## src/rtl/axis_pkg.sv

```systemverilog
// Shared types and helpers for the AXI-Stream packet buffer.
package axis_pkg;

    // Inbound side: normal storage, or discarding the tail of a truncated packet.
    typedef enum logic {
        W_ACCEPT,
        W_DROP
    } writer_state_t;

    // Outbound side: wait for a complete packet, prime the RAM read, stream beats.
    typedef enum logic [1:0] {
        R_IDLE,
        R_FETCH,
        R_SEND
    } reader_state_t;

    // Number of byte strobes for a given data width.
    function automatic int strb_width(input int data_width);
        return data_width / 8;
    endfunction

endpackage

```

## src/rtl/sdp_ram.sv

```systemverilog
// Simple dual-port RAM: one write port, one registered read port.
// The read register has its own synchronous clear so downstream outputs
// start from zero after reset.
module sdp_ram #(
    parameter int WIDTH      = 37,
    parameter int DEPTH      = 16,
    parameter int ADDR_WIDTH = $clog2(DEPTH)
) (
    input  logic                  clk,
    input  logic                  wr_en,
    input  logic [ADDR_WIDTH-1:0] wr_addr,
    input  logic [WIDTH-1:0]      wr_data,
    input  logic                  rd_rst,
    input  logic                  rd_en,
    input  logic [ADDR_WIDTH-1:0] rd_addr,
    output logic [WIDTH-1:0]      rd_data
);

    logic [WIDTH-1:0] mem [DEPTH];

    // Write port.
    always_ff @(posedge clk) begin
        if (wr_en) begin
            mem[wr_addr] <= wr_data;
        end
    end

    // Registered read port; holds its value while rd_en is low.
    always_ff @(posedge clk) begin
        if (rd_rst) begin
            rd_data <= '0;
        end else if (rd_en) begin
            rd_data <= mem[rd_addr];
        end
    end

endmodule

```

## src/rtl/axis_packet_buffer.sv

```systemverilog
// Store-and-forward AXI-Stream packet buffer. A packet is replayed on the
// master port only once its last beat is in the RAM. A packet that would
// fill the RAM while no complete packet is held is truncated: the filling
// beat is stored as the packet end and the remainder is discarded.
module axis_packet_buffer
    import axis_pkg::*;
#(
    parameter int DATA_WIDTH = 32,
    parameter int DEPTH      = 16,
    parameter int ADDR_WIDTH = $clog2(DEPTH)
) (
    input  logic                    s01_axis_aclk,
    input  logic                    s01_axis_aresetn,
    input  logic [DATA_WIDTH-1:0]   s01_axis_tdata,
    input  logic [DATA_WIDTH/8-1:0] s01_axis_tstrb,
    input  logic                    s01_axis_tvalid,
    input  logic                    s01_axis_tlast,
    output logic                    s01_axis_tready,
    input  logic                    m01_axis_tready,
    output logic [DATA_WIDTH-1:0]   m01_axis_tdata,
    output logic [DATA_WIDTH/8-1:0] m01_axis_tstrb,
    output logic                    m01_axis_tvalid,
    output logic                    m01_axis_tlast,
    output logic [ADDR_WIDTH:0]     pkt_count,
    output logic [15:0]             drop_count,
    output logic                    overflow
);

    localparam int STRB_WIDTH  = strb_width(DATA_WIDTH);
    localparam int ENTRY_WIDTH = DATA_WIDTH + STRB_WIDTH + 1;
    localparam logic [ADDR_WIDTH:0]   PTR_ONE   = (ADDR_WIDTH + 1)'(1);
    localparam logic [ADDR_WIDTH-1:0] ADDR_ONE  = ADDR_WIDTH'(1);
    localparam logic [ADDR_WIDTH:0]   LAST_FREE = (ADDR_WIDTH + 1)'(DEPTH - 1);

    // Pointers carry a wrap bit above the RAM address.
    logic [ADDR_WIDTH:0]     wr_ptr_reg;
    logic [ADDR_WIDTH:0]     rd_ptr_reg;
    logic [ADDR_WIDTH:0]     occupancy;
    logic [ADDR_WIDTH:0]     pkt_count_reg;
    writer_state_t           w_state_reg;
    reader_state_t           r_state_reg;
    logic                    ready_en_reg;
    logic                    overflow_reg;
    logic                    m_valid_reg;
    logic [15:0]             drop_count_reg;

    logic                    full;
    logic                    s_ready;
    logic                    s_fire;
    logic                    null_beat;
    logic                    store;
    logic                    truncate;
    logic                    stored_last;
    logic                    pkt_in;
    logic                    m_fire;
    logic                    m_last;
    logic                    pkt_out;
    logic                    rd_en;
    logic [ADDR_WIDTH-1:0]   rd_addr;
    logic [ENTRY_WIDTH-1:0]  wr_data;
    logic [ENTRY_WIDTH-1:0]  rd_data;

    // rd_ptr_reg only advances when a beat leaves, so occupancy counts every
    // entry not yet handed to the consumer, including the one on the bus.
    assign occupancy = wr_ptr_reg - rd_ptr_reg;
    assign full      = (wr_ptr_reg[ADDR_WIDTH-1:0] == rd_ptr_reg[ADDR_WIDTH-1:0]) &&
                       (wr_ptr_reg[ADDR_WIDTH] != rd_ptr_reg[ADDR_WIDTH]);

    // ready_en_reg keeps tready low throughout reset and for the reset edge.
    assign s_ready   = ready_en_reg && ((w_state_reg == W_DROP) || !full);
    assign s_fire    = s01_axis_tvalid && s_ready;
    assign null_beat = (s01_axis_tstrb == '0) && !s01_axis_tlast;
    assign store     = s_fire && (w_state_reg == W_ACCEPT) && !null_beat;

    // With no complete packet held, nothing will ever drain the RAM, so the
    // beat taking the last free entry has to close the packet.
    assign truncate    = store && !s01_axis_tlast && (occupancy == LAST_FREE) &&
                         (pkt_count_reg == '0);
    assign stored_last = s01_axis_tlast || truncate;
    assign pkt_in      = store && stored_last;
    assign wr_data     = {stored_last, s01_axis_tstrb, s01_axis_tdata};

    assign m_fire  = m_valid_reg && m01_axis_tready;
    assign m_last  = rd_data[ENTRY_WIDTH-1];
    assign pkt_out = m_fire && m_last;

    // In R_SEND the read port prefetches the entry after the one on the bus.
    assign rd_en   = (r_state_reg == R_FETCH) ||
                     ((r_state_reg == R_SEND) && m_fire && !m_last);
    assign rd_addr = (r_state_reg == R_SEND) ? (rd_ptr_reg[ADDR_WIDTH-1:0] + ADDR_ONE)
                                             : rd_ptr_reg[ADDR_WIDTH-1:0];

    sdp_ram #(
        .WIDTH      (ENTRY_WIDTH),
        .DEPTH      (DEPTH),
        .ADDR_WIDTH (ADDR_WIDTH)
    ) u_ram (
        .clk     (s01_axis_aclk),
        .wr_en   (store),
        .wr_addr (wr_ptr_reg[ADDR_WIDTH-1:0]),
        .wr_data (wr_data),
        .rd_rst  (!s01_axis_aresetn),
        .rd_en   (rd_en),
        .rd_addr (rd_addr),
        .rd_data (rd_data)
    );

    // Writer FSM: stores beats, truncates on overflow, counts dropped beats.
    always_ff @(posedge s01_axis_aclk) begin
        if (!s01_axis_aresetn) begin
            w_state_reg    <= W_ACCEPT;
            wr_ptr_reg     <= '0;
            ready_en_reg   <= 1'b0;
            overflow_reg   <= 1'b0;
            drop_count_reg <= '0;
        end else begin
            ready_en_reg <= 1'b1;
            overflow_reg <= truncate;
            if (store) begin
                wr_ptr_reg <= wr_ptr_reg + PTR_ONE;
            end
            case (w_state_reg)
                W_ACCEPT: begin
                    if (truncate) begin
                        w_state_reg <= W_DROP;
                    end
                end
                W_DROP: begin
                    if (s_fire) begin
                        if (drop_count_reg != 16'hFFFF) begin
                            drop_count_reg <= drop_count_reg + 16'd1;
                        end
                        if (s01_axis_tlast) begin
                            w_state_reg <= W_ACCEPT;
                        end
                    end
                end
                default: w_state_reg <= W_ACCEPT;
            endcase
        end
    end

    // Complete-packet counter; a packet arriving and one leaving cancel out.
    always_ff @(posedge s01_axis_aclk) begin
        if (!s01_axis_aresetn) begin
            pkt_count_reg <= '0;
        end else if (pkt_in && !pkt_out) begin
            pkt_count_reg <= pkt_count_reg + PTR_ONE;
        end else if (pkt_out && !pkt_in) begin
            pkt_count_reg <= pkt_count_reg - PTR_ONE;
        end
    end

    // Reader FSM: waits for a complete packet, primes the RAM, then streams it.
    always_ff @(posedge s01_axis_aclk) begin
        if (!s01_axis_aresetn) begin
            r_state_reg <= R_IDLE;
            rd_ptr_reg  <= '0;
            m_valid_reg <= 1'b0;
        end else begin
            case (r_state_reg)
                R_IDLE: begin
                    if (pkt_count_reg != '0) begin
                        r_state_reg <= R_FETCH;
                    end
                end
                R_FETCH: begin
                    r_state_reg <= R_SEND;
                    m_valid_reg <= 1'b1;
                end
                R_SEND: begin
                    if (m_fire) begin
                        rd_ptr_reg <= rd_ptr_reg + PTR_ONE;
                        if (m_last) begin
                            m_valid_reg <= 1'b0;
                            r_state_reg <= R_IDLE;
                        end
                    end
                end
                default: begin
                    r_state_reg <= R_IDLE;
                    m_valid_reg <= 1'b0;
                end
            endcase
        end
    end

    assign s01_axis_tready = s_ready;
    assign m01_axis_tvalid = m_valid_reg;
    assign m01_axis_tdata  = rd_data[DATA_WIDTH-1:0];
    assign m01_axis_tstrb  = rd_data[DATA_WIDTH +: STRB_WIDTH];
    assign m01_axis_tlast  = m_last;
    assign pkt_count       = pkt_count_reg;
    assign drop_count      = drop_count_reg;
    assign overflow        = overflow_reg;

endmodule

```

## config.mk

```make
export PLATFORM = sky130hd
export DESIGN_NAME = axis_packet_buffer
export DESIGN_NICKNAME = d
export VERILOG_FILES = /design/src/rtl/axis_pkg.sv /design/src/rtl/sdp_ram.sv /design/src/rtl/axis_packet_buffer.sv
export SDC_FILE = /design/constraint.sdc
export NUM_CORES = 1
export LEC_CHECK = 0
export ABC_CLOCK_PERIOD_IN_PS = 6000
export CAP_MARGIN = 20
export CORE_ASPECT_RATIO = 1.2
export CORE_MARGIN = 1
export CORE_UTILIZATION = 60
export CTS_CLUSTER_DIAMETER = 80
export DETAILED_ROUTE_END_ITERATION = 8
export GPL_TIMING_DRIVEN = 0
export PLACE_DENSITY = 0.89
export SYNTH_ARGS = -nofsm -noshare
export SYNTH_HDL_FRONTEND = slang
export SYNTH_SLANG_ARGS = --single-unit
```

## constraint.sdc

```tcl
create_clock -name s01_axis_aclk -period 6 [get_ports s01_axis_aclk]
set_clock_uncertainty 0.15 [all_clocks]
set_input_delay 1.2 -clock s01_axis_aclk [delete_from_list [all_inputs] [get_ports s01_axis_aclk]]
set_output_delay 1.2 -clock s01_axis_aclk [all_outputs]
set_load 0.02 [all_outputs]
```

# Yosys cells after proc, flatten, opt, wreduce, memory -nomap -nowiden
# Memories as Yosys holds them, arrays and structs flattened. A register that Yosys moved wholly into a read port is not among the register bits.
# Index checks and enable logic that the tools add are counted.
totals:
  mem_count: 1
  mem_bits_rw: 592
  regBits: 37
  in_bits: 41
  output_inout_bits: 61
op_classes:
  n_addsub: 7
  n_bitwise: 2
  n_mux: 17
  n_eq_ne: 9
  n_reduce_logical: 35
memory_table:
  columns: ["name", "depth", "word_bits", "read_ports", "rd_ports_with_merged_regs", "wr", "line_no", "source"]
  rows:
  - ["u_ram.mem", 16, 37, 1, 1, 1, "sdp_ram.sv:19", "logic [WIDTH-1:0] mem [DEPTH];"]
ops:
  columns: ["cell", "n"]
  rows:
  - ["16-bit by 1-bit adder with 16-bit output (second input constant)", 1]
  - ["1-bit logical AND", 16]
  - ["16-bit inequality test (second input constant)", 1]
  - ["5-bit by 1-bit adder with 5-bit output (second input constant)", 3]
  - ["5-bit two-way mux", 2]
  - ["3-bit AND reduction", 3]
  - ["1-bit two-way mux", 8]
  - ["1-bit logical NOT", 7]
  - ["2-bit two-way mux", 3]
  - ["2-bit case mux with 3 select lines", 1]
  - ["5-bit by 4-bit == test with 1-bit output (second input constant)", 1]
  - ["5-bit logical NOT", 1]
  - ["5-bit nonzero test", 1]
  - ["5-bit by 1-bit subtractor with 5-bit output (second input constant)", 1]
  - ["5-bit subtractor", 1]
  - ["4-bit by 1-bit adder with 4-bit output (second input constant)", 1]
  - ["4-bit == test", 1]
  - ["4-bit logical NOT", 1]
  - ["4-bit two-way mux", 1]
  - ["2-bit inequality test (second input constant)", 2]
  - ["1-bit logical OR", 3]
  - ["1-bit case mux with 3 select lines", 1]
  - ["2-bit by 1-bit == test with 1-bit output (second input constant)", 1]
  - ["2-bit == test (second input constant)", 1]
  - ["7 further kinds", 8]

# Logic depth before layout (Yosys ltp)
depth:
  word_depth: 17
  ltp_mapped: 18

# Cells and area by module
# A second synthesis with hierarchy kept.
hier_totals:
  cells_unflattened: 1652
  area_unflattened_um2: 26151.3
modules_own_cells:
  columns: ["mod", "instances", "cells_each", "area_each_um2"]
  rows:
  - ["sdp_ram", 1, 1400, 23970.5]
  - ["axis_packet_buffer", 1, 252, 2180.8]

# Worst setup path after synthesis
# No wires, ideal clock.
synth_timing:
  path_kind: "reg-to-reg"
  from: "reg rd_ptr_reg[1]"
  to: "mem u_ram.mem[3][0] (enable)"
  t_arrival_ns: 4.818
  path_buffers: 3
  slack_ns: 0.555
  stages_incl_launch_ff: 11
  setup_time_ns: 0.477
  path_cell_list: "dfxtp_1 buf_2 clkbuf_1 clkbuf_1 inv_1 ha_1 nand3_1 nor4b_1 nor4_4 nand2_1 nor3_1"
synth_via:
  elab_chain_len: 10
synth_rtl:
  columns: ["item", "line_no", "source"]
  rows:
  - ["from (decl)", "axis_packet_buffer.sv:37", "logic [ADDR_WIDTH:0] rd_ptr_reg;"]
  - ["from (signal assigned)", "axis_packet_buffer.sv:173", "rd_ptr_reg <= rd_ptr_reg + PTR_ONE;"]
  - ["4-bit == test", "axis_packet_buffer.sv:66", "assign full = (wr_ptr_reg[ADDR_WIDTH-1:0] == rd_ptr_reg[ADDR_WIDTH-1:0]) &&"]
  - ["1-bit logical AND", "axis_packet_buffer.sv:66", null]
  - ["1-bit logical NOT", "axis_packet_buffer.sv:70", "assign s_ready = ready_en_reg && ((w_state_reg == W_DROP) || !full);"]
  - ["1-bit logical OR", "axis_packet_buffer.sv:70", null]
  - ["1-bit logical AND", "axis_packet_buffer.sv:70", null]
  - ["1-bit logical AND", "axis_packet_buffer.sv:71", "assign s_fire = s01_axis_tvalid && s_ready;"]
  - ["1-bit logical AND (2 in a row)", "axis_packet_buffer.sv:73", "assign store = s_fire && (w_state_reg == W_ACCEPT) && !null_beat;"]
  - ["1-bit two-way mux", "sdp_ram.sv:23", "if (wr_en) begin"]
  - ["1-bit two-way mux (not written as such)", "sdp_ram.sv:24", "mem[wr_addr] <= wr_data;"]
  - ["to (decl)", "sdp_ram.sv:19", null]
# Every way passes these cells.

# Final worst setup path
layout_timing:
  from: "reg rd_ptr_reg[1]"
  to: "out s01_axis_tready"
layout_via:
  elab_chain_len: 5
layout_rtl:
  columns: ["item", "line_no", "source"]
  rows:
  - ["4-bit == test", "axis_packet_buffer.sv:66", null]
  - ["1-bit logical AND", "axis_packet_buffer.sv:66", null]
  - ["1-bit logical NOT", "axis_packet_buffer.sv:70", null]
  - ["1-bit logical OR", "axis_packet_buffer.sv:70", null]
  - ["1-bit logical AND", "axis_packet_buffer.sv:70", null]
  - ["to (decl)", "axis_packet_buffer.sv:18", "output logic s01_axis_tready,"]
# Every way passes these cells.

==> impl_metrics.ini <==
[pwr]
pwr-share-comb = 0.101
p_seq_frac = 0.508
sw_frac_of_total = 0.244
p_int_mw = 7.68
ir_drop_mv = 0.285
p_sw_mw = 2.48
p_leak_nw = 10.3
cellPowerDensity_nw_per_um2 = 312
clockPowerShare = 0.391

[floorplanning]
dieArea_um2 = 47800
die_y_um = 239
core_um2 = 46200
ios = 102
initial_utilization = 0.610
rows = 86
chipWidth_um = 200

[clocking]
cts.clk_slew.worst_paths_ps = 60
cts_buffer_depth = 3
cts_setup_buffers = 0
clk_latency_ps = 650
cts_buffers = 61
cts_resized = 0
htree_levels = 2
ctsRootBufferMaster = clkbuf_16
cts_tree = yes
clock-sinks = 666
hold_buffers = 0

[logic_synthesis]
syn_area_per_cell_um2 = 12.3
synth_cell_types = 58
synth_area_um2 = 28200
postSynth.asyncResetShare = 0
postSynthNetCount = 2339
syn_inst = 2282
synth_edf_count = 592
yosys_register_bits = 666
ys_warn_count = 0
synth_ff_type = edfxtp_1
ys_seq_area_frac = 0.684

[sta]
post-route-period-util = 0.920
rsz0062_at_grt = false
final_hold_viol_count = 0
period_minus_slack_ps = 5520
relSlewSlack = 0.150
finalSetupTns_ps = 0
max_freq_mhz = 181
finalSetupViolations = 0
holdWs_ps = 371
worst_pin_slew_ps = 1270
maxSlewViolCount = 0

[drt]
wl_per_cell_um = 28.6
antenna_left = 0
drtPass1Iterations = 7
drt-initial-drc-count = 4128
drt_wl_total_um = 89900
routed.top_layer = met5
drc_errors = 0
vias = 22600
wl_met1_um = 28600
viasPerCell = 7.17
wl_met2_um = 41300
wl_met3_um = 13100

[critical_path]
cp_cell_sequence = buf_2, clkbuf_1, clkbuf_1, inv_1, ha_1, nand3_1, nor4b_1, nor2b_1, clkdlybuf4s50_1
r2r-end = pkt_count[4]
crit_family = buffers and inverters
setup.worst_path.class = register to output pin
cp_slowest_cell = nor4b_1
crit_required_ps = 4650
crit_buf_inv = 5
end_kind = output pin
r2r_slack_ps = 980
crit_path_max_incr_delay_ps = 630
rr_worst_depth = 17
cp_common_cell = clkbuf_1
cp.arrival_ps = 4170
reg2reg_from = rd_ptr_reg[1]
start_kind = register
critPathMaxFanout = 10

[layout]
final_common_cell = edfxtp_1
largest_reg_flops = 592
layout-drive-gt1-share = 0.0752
multi_input_area_um2 = 8160
area_growth_pct = 15.6
fin_util = 0.705
seq_area_um2 = 19300
layout.nets = 2533
design_area_um2 = 32600
fillerInstances = 2822
layout_common_cells = 592 x edfxtp_1, 482 x a21oi_1, 279 x nand2_1

[placed_design]
hpwl_um = 58600
portBuffers = 101
placed_area_um2 = 30500
place.gp.congestion = 0.972

[global_routing]
grt_pass1_wl_um = 133000
grt_max_degree = 24
globalRouteTotalUtil = 0.377
gr-total-overflow = 0
grt_pass1_vias = 22200
antenna_found_initial = 5

[hold_path]
min_path_type = register to register
min_path_cells = 2
hold_end = pkt_count[4]
min-delay-start = pkt_count[4]

[flow_run]
cap_violations = 0

[outcome]
status = finished, final reports clean
-- per-layer routing --
metal  track usage  up-vias
li1              -     9171
met1         0.463    10600
met2         0.588     2260
met3        0.0979      556
met4         0.255        8
met5             0        -
-- tightest hold or removal path: cells and delay by family (launching register included) --
family | cells | cell delay [ps]
flops | 1 | 330
compound gates | 2 | 140
-- worst max-delay path by stage --
stage / startpoint / end / cells after the start
floorplan: rd_ptr_reg[1] / u_ram.mem[3][0] / 10
global placement: s01_axis_tstrb[0] / u_ram.mem[3][31] / 6
detailed placement: s01_axis_tstrb[3] / pkt_count[4] / 13
CTS: rd_ptr_reg[1] / s01_axis_tready / 9
global route: rd_ptr_reg[1] / s01_axis_tready / 9
finish: rd_ptr_reg[1] / s01_axis_tready / 9
-- area by class of cell --
| class | count | area share |
|---|---|---|
| timing repair buffer | 131 | 0.0451 |
| buffer | 201 | 0.0259 |
| clock buffer | 83 | 0.0522 |
| multi-input combinational | 1404 | 0.251 |
| tap | 616 | 0.0237 |
| inverter | 11 | 0.00127 |
| antenna | 1 | 0.0000768 |
| clock inverter | 32 | 0.00995 |
| sequential | 666 | 0.591 |
-- per-stage QoR --
stage	power (mW)	std cells	worst slack [ps]
detailed placement	6.22	3029	914
CTS	10.1	3144	650
floorplan	5.80	2282	555
global route	10.3	3144	444
global placement	6.16	2999	-2880
finish	10.2	3145	479
-- power by group through the flow --
stage / Combinational, mW / Clock, mW / Sequential, mW
floorplan: 0.514 / 0 / 5.29
global placement: 0.907 / 0 / 5.26
detailed placement: 0.968 / 0 / 5.26
CTS: 0.986 / 3.93 / 5.16
global route: 1.07 / 4.11 / 5.16
finish: 1.03 / 3.97 / 5.16
-- cells by family (layout without fill, tap and decap cells) --
kind of cell	count (synthesis)	count (layout)	synth area share
other	0	1	0
flip-flops	666	666	0.684
adder cells (fa/ha/maj)	16	16	0.00764
AO/OA/AOI/OAI	853	853	0.184
multiplexers	6	6	0.00258
buffers and inverters	212	458	0.0314
XOR/XNOR	31	31	0.00964
AND/OR/NAND/NOR	498	498	0.0813
-- synthesized netlist by cell type (all sizes together) (2+ instances only) --
| master | count | area (um^2) |
|---|---|---|
| edfxtp | 592 | 17800 |
| a31oi | 36 | 225 |
| and4 | 2 | 17.5 |
| or3 | 41 | 262 |
| fa | 2 | 40.0 |
| a21o | 6 | 45.0 |
| xor2 | 5 | 43.8 |
| nand4 | 9 | 56.3 |
| nand2 | 279 | 1050 |
| dfxtp | 74 | 1480 |
| o21bai | 2 | 18.8 |
| a21boi | 9 | 67.6 |
| mux2i | 5 | 50.1 |
| or4 | 2 | 15.0 |
| clkbuf | 142 | 534 |
| a211oi | 149 | 1120 |
| nor4 | 3 | 33.8 |
| ha | 14 | 175 |
| and2 | 25 | 156 |
| and3 | 4 | 25.0 |
| nand3 | 90 | 450 |
| a21oi | 483 | 2420 |
| o31a | 36 | 315 |
| nor3 | 8 | 40.0 |
| inv | 11 | 41.3 |
| o31ai | 2 | 20.0 |
| nor2b | 8 | 50.1 |
| nor2 | 17 | 63.8 |
| nor4b | 2 | 17.5 |
| a32oi | 35 | 307 |
| buf | 59 | 308 |
| a22oi | 3 | 22.5 |
| nand2b | 4 | 25.0 |
| xnor2 | 26 | 228 |
| o21ai | 49 | 245 |
| o2111ai | 36 | 315 |
Note: power is estimated with default switching activity, not from simulation.
